<file path="src/rtl/gpu_ram_loader.sv">
// Bus-side burst initiator between a host valid/ready stream pair and GPU local RAM.
// Owns the RAM strobe port only while the arbiter grant is high.
module gpu_ram_loader #(
  parameter int AW = 10,
  parameter int DW = 32
) (
  input  logic          i_sys_clk,
  input  logic          i_reset,
  input  logic          i_start,
  input  logic          i_dir_rd,
  input  logic [AW-1:0] i_base_addr,
  input  logic [AW:0]   i_length,
  input  logic          i_abort,
  output logic          o_bus_req,
  input  logic          i_bus_gnt,
  output logic [AW-1:0] o_ram_addr,
  output logic          o_ramen,
  output logic          o_gpu_memw,
  output logic [DW-1:0] o_ram_wdata,
  input  logic [DW-1:0] i_ram_rdata,
  input  logic          i_wr_valid,
  output logic          o_wr_ready,
  input  logic [DW-1:0] i_wr_data,
  output logic          o_rd_valid,
  input  logic          i_rd_ready,
  output logic [DW-1:0] o_rd_data,
  output logic          o_busy,
  output logic          o_done,
  output logic          o_aborted
);

  typedef enum logic [2:0] {
    S_IDLE  = 3'd0,
    S_ARB   = 3'd1,
    S_WR    = 3'd2,
    S_RD    = 3'd3,
    S_DRAIN = 3'd4,
    S_DONE  = 3'd5
  } state_t;

  localparam logic [AW-1:0] ADDR_ONE = {{(AW-1){1'b0}}, 1'b1};
  localparam logic [AW:0]   CNT_ONE  = {{AW{1'b0}}, 1'b1};

  state_t        r_state;
  state_t        w_next;
  logic [AW-1:0] r_addr;
  logic [AW:0]   r_count;
  logic          r_dir_rd;
  logic          r_aborted;
  logic          r_inflight;
  logic          r_head;
  logic [1:0]    r_occ;
  logic [DW-1:0] r_buf [2];

  logic          w_abort_take;
  logic          w_wr_fire;
  logic          w_rd_strobe;
  logic          w_pop;
  logic          w_push;
  logic          w_tail;
  logic          w_last;
  logic          w_active;
  logic [2:0]    w_room;

  // Handshake and strobe qualification; the read room term counts words
  // already buffered plus the one in flight, less any word leaving this cycle.
  always_comb begin
    w_active     = (r_state == S_ARB) || (r_state == S_WR) ||
                   (r_state == S_RD)  || (r_state == S_DRAIN);
    w_abort_take = i_abort && w_active;
    w_pop        = (r_occ != 2'd0) && i_rd_ready;
    w_push       = r_inflight;
    w_tail       = r_head ^ (r_occ == 2'd1);
    w_last       = (r_count == CNT_ONE);
    w_room       = {1'b0, r_occ} + {2'b00, r_inflight} - {2'b00, w_pop};
    w_wr_fire    = (r_state == S_WR) && i_bus_gnt && i_wr_valid && !i_abort;
    w_rd_strobe  = (r_state == S_RD) && i_bus_gnt && !i_abort && (w_room < 3'd2);
  end

  always_comb begin
    w_next = r_state;
    case (r_state)
      S_IDLE: begin
        if (i_start) begin
          w_next = (i_length == '0) ? S_DONE : S_ARB;
        end else begin
          w_next = S_IDLE;
        end
      end
      S_ARB: begin
        if (w_abort_take) begin
          w_next = S_DONE;
        end else if (i_bus_gnt) begin
          w_next = r_dir_rd ? S_RD : S_WR;
        end else begin
          w_next = S_ARB;
        end
      end
      S_WR: begin
        if (w_abort_take || (w_wr_fire && w_last)) begin
          w_next = S_DONE;
        end else begin
          w_next = S_WR;
        end
      end
      S_RD: begin
        if (w_abort_take) begin
          w_next = S_DONE;
        end else if (w_rd_strobe && w_last) begin
          w_next = S_DRAIN;
        end else begin
          w_next = S_RD;
        end
      end
      S_DRAIN: begin
        if (w_abort_take || (w_pop && (r_occ == 2'd1) && !r_inflight)) begin
          w_next = S_DONE;
        end else begin
          w_next = S_DRAIN;
        end
      end
      S_DONE:  w_next = S_IDLE;
      default: w_next = S_IDLE;
    endcase
  end

  always_comb begin
    o_bus_req   = w_active;
    o_busy      = w_active;
    o_ramen     = w_wr_fire || w_rd_strobe;
    o_gpu_memw  = w_wr_fire;
    o_ram_wdata = w_wr_fire ? i_wr_data : '0;
    o_ram_addr  = r_addr;
    o_wr_ready  = (r_state == S_WR) && i_bus_gnt && !i_abort;
    o_rd_valid  = (r_occ != 2'd0);
    o_rd_data   = r_buf[r_head];
    o_done      = (r_state == S_DONE);
    o_aborted   = (r_state == S_DONE) && r_aborted;
  end

  always_ff @(posedge i_sys_clk or posedge i_reset) begin
    if (i_reset) begin
      r_state <= S_IDLE;
    end else begin
      r_state <= w_next;
    end
  end

  // Transfer descriptor: loaded on start, stepped once per RAM strobe.
  always_ff @(posedge i_sys_clk or posedge i_reset) begin
    if (i_reset) begin
      r_addr    <= '0;
      r_count   <= '0;
      r_dir_rd  <= 1'b0;
      r_aborted <= 1'b0;
    end else if ((r_state == S_IDLE) && i_start) begin
      r_addr    <= i_base_addr;
      r_count   <= i_length;
      r_dir_rd  <= i_dir_rd;
      r_aborted <= 1'b0;
    end else if (w_abort_take) begin
      r_aborted <= 1'b1;
    end else if (w_wr_fire || w_rd_strobe) begin
      r_addr  <= r_addr + ADDR_ONE;
      r_count <= r_count - CNT_ONE;
    end else begin
      r_addr  <= r_addr;
      r_count <= r_count;
    end
  end

  // Two-entry read buffer; abort discards both buffered and in-flight words.
  always_ff @(posedge i_sys_clk or posedge i_reset) begin
    if (i_reset) begin
      r_inflight <= 1'b0;
      r_head     <= 1'b0;
      r_occ      <= 2'd0;
      r_buf[0]   <= '0;
      r_buf[1]   <= '0;
    end else if (w_abort_take) begin
      r_inflight <= 1'b0;
      r_head     <= 1'b0;
      r_occ      <= 2'd0;
    end else begin
      r_inflight <= w_rd_strobe;
      if (w_push) begin
        r_buf[w_tail] <= i_ram_rdata;
      end
      if (w_pop) begin
        r_head <= ~r_head;
      end
      r_occ <= r_occ + {1'b0, w_push} - {1'b0, w_pop};
    end
  end

endmodule

</file>
<file path="config.mk">
export PLATFORM = sky130hd
export DESIGN_NAME = gpu_ram_loader
export DESIGN_NICKNAME = d
export VERILOG_FILES = /design/src/rtl/gpu_ram_loader.sv
export SDC_FILE = /design/constraint.sdc
export NUM_CORES = 1
export LEC_CHECK = 0
export BUFFER_PORTS_ARGS = -buffer_cell sky130_fd_sc_hd__clkbuf_2
export CORE_MARGIN = 1.5
export CORE_UTILIZATION = 50
export CTS_BUF_LIST = sky130_fd_sc_hd__clkbuf_4 sky130_fd_sc_hd__clkbuf_8 sky130_fd_sc_hd__clkbuf_16
export CTS_CLUSTER_SIZE = 14
export DETAILED_ROUTE_END_ITERATION = 6
export PLACE_DENSITY = 0.88
export SLEW_MARGIN = 15
export SYNTH_ARGS = -nofsm -noshare
export SYNTH_HDL_FRONTEND = slang
export SYNTH_SLANG_ARGS = --single-unit
</file>
<file path="constraint.sdc">
create_clock -name i_sys_clk -period 8.9 [get_ports i_sys_clk]
set_clock_uncertainty 0.2 [all_clocks]
set_input_delay 1.78 -clock i_sys_clk [delete_from_list [all_inputs] [get_ports i_sys_clk]]
set_output_delay 1.78 -clock i_sys_clk [all_outputs]
set_load 0.05 [all_outputs]
</file>
== Word-level counts from Yosys, hierarchy flattened ==
Cells that the tools add are included.

* Word-level logic and storage cells: 94
* Bits in registers: 94
* Input port bits: 93
* Output and inout port bits: 82

* Bitwise operators: 5
* $lt $le $gt $ge: 4
* Equality and inequality tests: 8
* Reductions and logical operators: 32
* Muxes and demuxes: 29
* $add $sub $neg: 6

{| class="wikitable"
|+ Operators by type and width
! cell !! number
|-
| 32-bit two-way mux || 5
|-
| 64-bit bitwise mux || 1
|-
| 11-bit two-way mux || 3
|-
| 32-bit demux with 1-bit select || 1
|-
| 10-bit two-way mux || 3
|-
| 3-bit two-way mux || 6
|-
| 1-bit logical AND || 16
|-
| 3-bit case mux with 5 select lines || 1
|-
| 11-bit by 1-bit == test with 1-bit output, second input constant || 1
|-
| 11-bit logical NOT || 1
|-
| 11-bit by 1-bit subtractor with 11-bit output, second input constant || 1
|-
| 10-bit by 1-bit adder with 10-bit output, second input constant || 1
|-
| 2-bit nonzero test || 4
|-
| 1-bit two-way mux || 7
|-
| 3-bit by 2-bit == test with 1-bit output, second input constant || 2
|-
| 3-bit == test, second input constant || 2
|-
| 1-bit logical OR || 6
|-
| 2-bit greater-or-equal comparator, second input constant || 2
|-
| 2-bit two-way mux || 2
|-
| 1-bit NOT with 2-bit output || 2
|-
| 2-bit AND reduction || 2
|-
| 2-bit by 1-bit adder with 3-bit output || 1
|-
| 3-bit by 1-bit == test with 1-bit output, second input constant || 1
|-
| 3-bit logical NOT || 1
|-
| other kinds (10) || 12
|}

== Logic depth before layout (Yosys ltp) ==
* Depth after elaboration: 9
* Mapped depth: 12
* Depth with buffers taken out: 11

== Least setup slack after synthesis ==
No wires, ideal clock.

* Path kind: input to output
* Start point: input port i_bus_gnt
* End point: output port o_ram_wdata[22]
* Stages: 6
* Path slack: 3226 ps
* Data required time: 6920 ps
* Buffers on the path: 3
* Data arrival time: 3694 ps
* Cell sequence: nor2b_1 > and3_1 > buf_2 > buf_2 > clkbuf_1 > and2_1

* Word-level cells in the longest chain between the ends: 4

{| class="wikitable"
|+ RTL lines
! element !! RTL line !! text
|-
| start, declared || 15 || <nowiki>input logic i_bus_gnt,</nowiki>
|-
| 1-bit logical AND (3 in a row) || 76 || <nowiki>w_wr_fire = (r_state == S_WR) && i_bus_gnt && i_wr_valid && !i_abort;</nowiki>
|-
| net o_gpu_memw || 18 || <nowiki>output logic o_gpu_memw,</nowiki>
|-
| 32-bit two-way mux || 132 || <nowiki>o_ram_wdata = w_wr_fire ? i_wr_data : '0;</nowiki>
|-
| end, declared || 19 || <nowiki>output logic [DW-1:0] o_ram_wdata,</nowiki>
|}

The timed path passes the listed nets, and every way through them passes these cells.

== Worst setup path after layout ==
* Start point: input port i_rd_ready
* End point: output port o_ramen

* Word-level cells in the longest chain between the ends: 5

{| class="wikitable"
|+ RTL lines
! element !! RTL line !! text
|-
| start, declared || 25 || <nowiki>input logic i_rd_ready,</nowiki>
|-
| 1-bit logical AND || 71 || <nowiki>w_pop = (r_occ != 2'd0) && i_rd_ready;</nowiki>
|-
| 3-bit by 1-bit subtractor with 3-bit output || 75 || <nowiki>w_room = {1'b0, r_occ} + {2'b00, r_inflight} - {2'b00, w_pop};</nowiki>
|-
| 3-bit by 2-bit less-than comparator with 1-bit output || 77 || <nowiki>w_rd_strobe = (r_state == S_RD) && i_bus_gnt && !i_abort && (w_room < 3'd2);</nowiki>
|-
| 1-bit logical AND || 77 ||
|-
| 1-bit logical OR || 130 || <nowiki>o_ramen = w_wr_fire || w_rd_strobe;</nowiki>
|-
| end, declared || 17 || <nowiki>output logic o_ramen,</nowiki>
|}

Every way passes these cells.

==> results.toml <==
[logic_synthesis]
synth_edf_count = 0
syn_inst = 406
avgSynthCellArea_um2 = 11.9
synth-seq-cells = 94
synthTopCellsByArea = "dfrtp_1 49%, mux2_2 22%, and2_1 4.8%"
syn_nets = 504
synth_top_area_share = 0.488
synth_seq_area_share = 0.488
async_flop_share = 1.00
synth.largest_area_cell = "dfrtp_1"
synth_cell_type_count = 53
ys.warnings.count = 0
synth-main-ff-cell = "dfrtp_1"
netlist_area_um2 = 4820

[cells_and_area]
final_cell_mix = "174 x clkbuf_2, 94 x mux2_2, 94 x dfrtp_1"
num_antenna_cells = 0
utilization = 0.640
fin_cells = 704
final_net_count = 668
drive_above_1_share = 0.527
syn_to_final_growth_pct = 23.3
final_common_cell = "clkbuf_2"

[floorplanning]
die_area_um2 = 10200
std_cell_rows = 35
die_w_um = 101
ios = 175
start_util = 0.519
coreArea_um2 = 9280
dieHeight_um = 101

[place]
post-place-ws_ns = 3.04
place_congestion = 0.851
placed_cells = 688
portBuffers = 174
hpwl_mm = 8.28

[sta]
setup_ws_ns = 3.17
fin_crit_sh = 0.644
relSlewSlack = 0.534
timing.setup.tns_ns = 0
rsz0062_at_grt = "false"
period_needed_ns = 5.73
final-hold-violation-count = 0
clock.fmax_mhz = 175
setup_viol = 0
slew_violations = 0
worst_pin_slew_ns = 0.699

[pwr]
peakVddDrop_uv = 236
p_per_area_nw_per_um2 = 299
leakagePower_uw = 0.00310

[hold_path]
hold_path.class = "reg -> reg"
worstHoldStart = "r_buf[13]"

[run_status]
status = "finished clean"

[clock_tree]
post-cts-setup-buffer-count = 0
post_cts_resized = 0
clock_latency_ns = 0.36
clockBufferDepth = 2
clock-sinks = 94
htreeDepth = 3
cts_tree = "yes"
cts-buffers-inserted = 9
clk_pin_slew_ns = 0.09
clockRootBuffer = "clkbuf_8"
cts_hold_buf = 0

[worst_setup_path]
critPathSlowestCell = "fa_1"
start_kind = "input pin"
crit_path_frequent_cell = "clkbuf_2"
reg2reg_slack_ns = 5.86
worstPathCellList = "clkbuf_2 > nand2_1 > mux2i_1 > ha_1 > inv_1 > fa_1 > xnor2_1 > and4_4 > nor2_4 > inv_2 > clkbuf_2"
endpoint = "o_ramen"
worstReg2RegStart = "r_occ[1]"
cp-startpoint = "i_rd_ready"
r2r_end = "o_ram_addr[9]"
endpoint_kind = "output port"
required_ns = 6.92
arrival_ns = 3.75
cp_max_fo = 14
max_stage_delay_ns = 0.37
rr_worst_depth = 10
crit_type = "in -> out"

[grt]
first_global_vias = 3827
grt_pass1_wl_mm = 17.7
overflow = 0
antenna_found_initial = 0
grt_start_max_net_pins = 58
grt.total_usage = 0.218

[routing]
wirelength_mm = 11.2
wl_per_cell_um = 15.9
drc = 0
drtAntennaViolNets = 0
vias_per_cell = 5.41
first_pass_iters = 4
vias = 3812
drt-initial-drc-count = 119

[flow_run]
timing.max_cap.violations = 0
[per-stage QoR]
stage | total power (uW) | hold slack [ns] | cell area, um^2
floorplan | 1320 | 0.252 | 4820
global placement | 1480 | 0.261 | 5750
detailed placement | 1510 | 0.272 | 5750
CTS | 1780 | 0.296 | 5940
global route | 1870 | 0.309 | 5940
finish | 1780 | 0.297 | 5940
[worst min path at each step]
stage,cells after the start,end,slack [ns]
4_1_cts,1,r_buf[11],0.30
5_1_grt,1,r_buf[11],0.31
6_report,1,r_buf[13],0.30
2_1_floorplan,1,r_buf[11],0.25
3_3_place_gp,1,r_buf[13],0.26
3_5_place_dp,1,r_buf[11],0.27
[synthesized netlist by cell type, types with 5 or more instances]
library cell  number
and3_1             7
buf_4              5
o21ai_1            7
inv_1              5
nand3_1            7
nor3_1             6
and2_1            37
nand2_1           16
a21oi_1            5
dfrtp_1           94
o21ai_0            5
a221o_1            7
mux2_2            94
o211ai_1          10
buf_2              8
nor2_1            17
clkbuf_1           8
[worst max-delay path: cells and delay by family]
kind	cells	cell delay, ns
fa+ha+maj	2	0.52
buf+inv	4	0.59
mux	1	0.13
xor+xnor	1	0.19
simple gates	3	0.52
[registers in the layout, summed over array words and instances (netlist names)]
signal / count
r_count: 11
r_head: 1
r_state: 3
r_occ: 2
r_buf: 64
r_aborted: 1
o_ram_addr: 10
r_inflight: 1
r_dir_rd: 1
[routing by layer]
metal	vias to the layer above	global-route usage	routed length [um]
met5	-	0	0
met4	0	0.0598	112
met3	11	0.0511	740
met2	142	0.377	5600
met1	1867	0.275	4750
li1	1792	-	-
[cell type report]
cell class	instances	area, um^2
inverters	6	23.8
multi-input cells	280	2310
fillers	764	3350
flip-flops and latches	94	2350
clock buffers	9	124
repair buffers	179	908
clock inverters	7	62.6
well taps	129	161
[cells by family after synthesis]
group / count (synthesis) / synth area share
AND/OR/NAND/NOR: 119 / 0.145
AO/OA/AOI/OAI: 53 / 0.0803
XOR/XNOR: 6 / 0.0109
multiplexers: 97 / 0.227
adder cells (fa/ha/maj): 5 / 0.0145
buffers and inverters: 32 / 0.0340
flip-flops: 94 / 0.488
[power breakdown]
group / internal (uW) / switching (uW)
clock: 108 / 164
combinational: 275 / 566
sequential: 553 / 111
total: 936 / 841
Power figures use the tool's default switching activity.
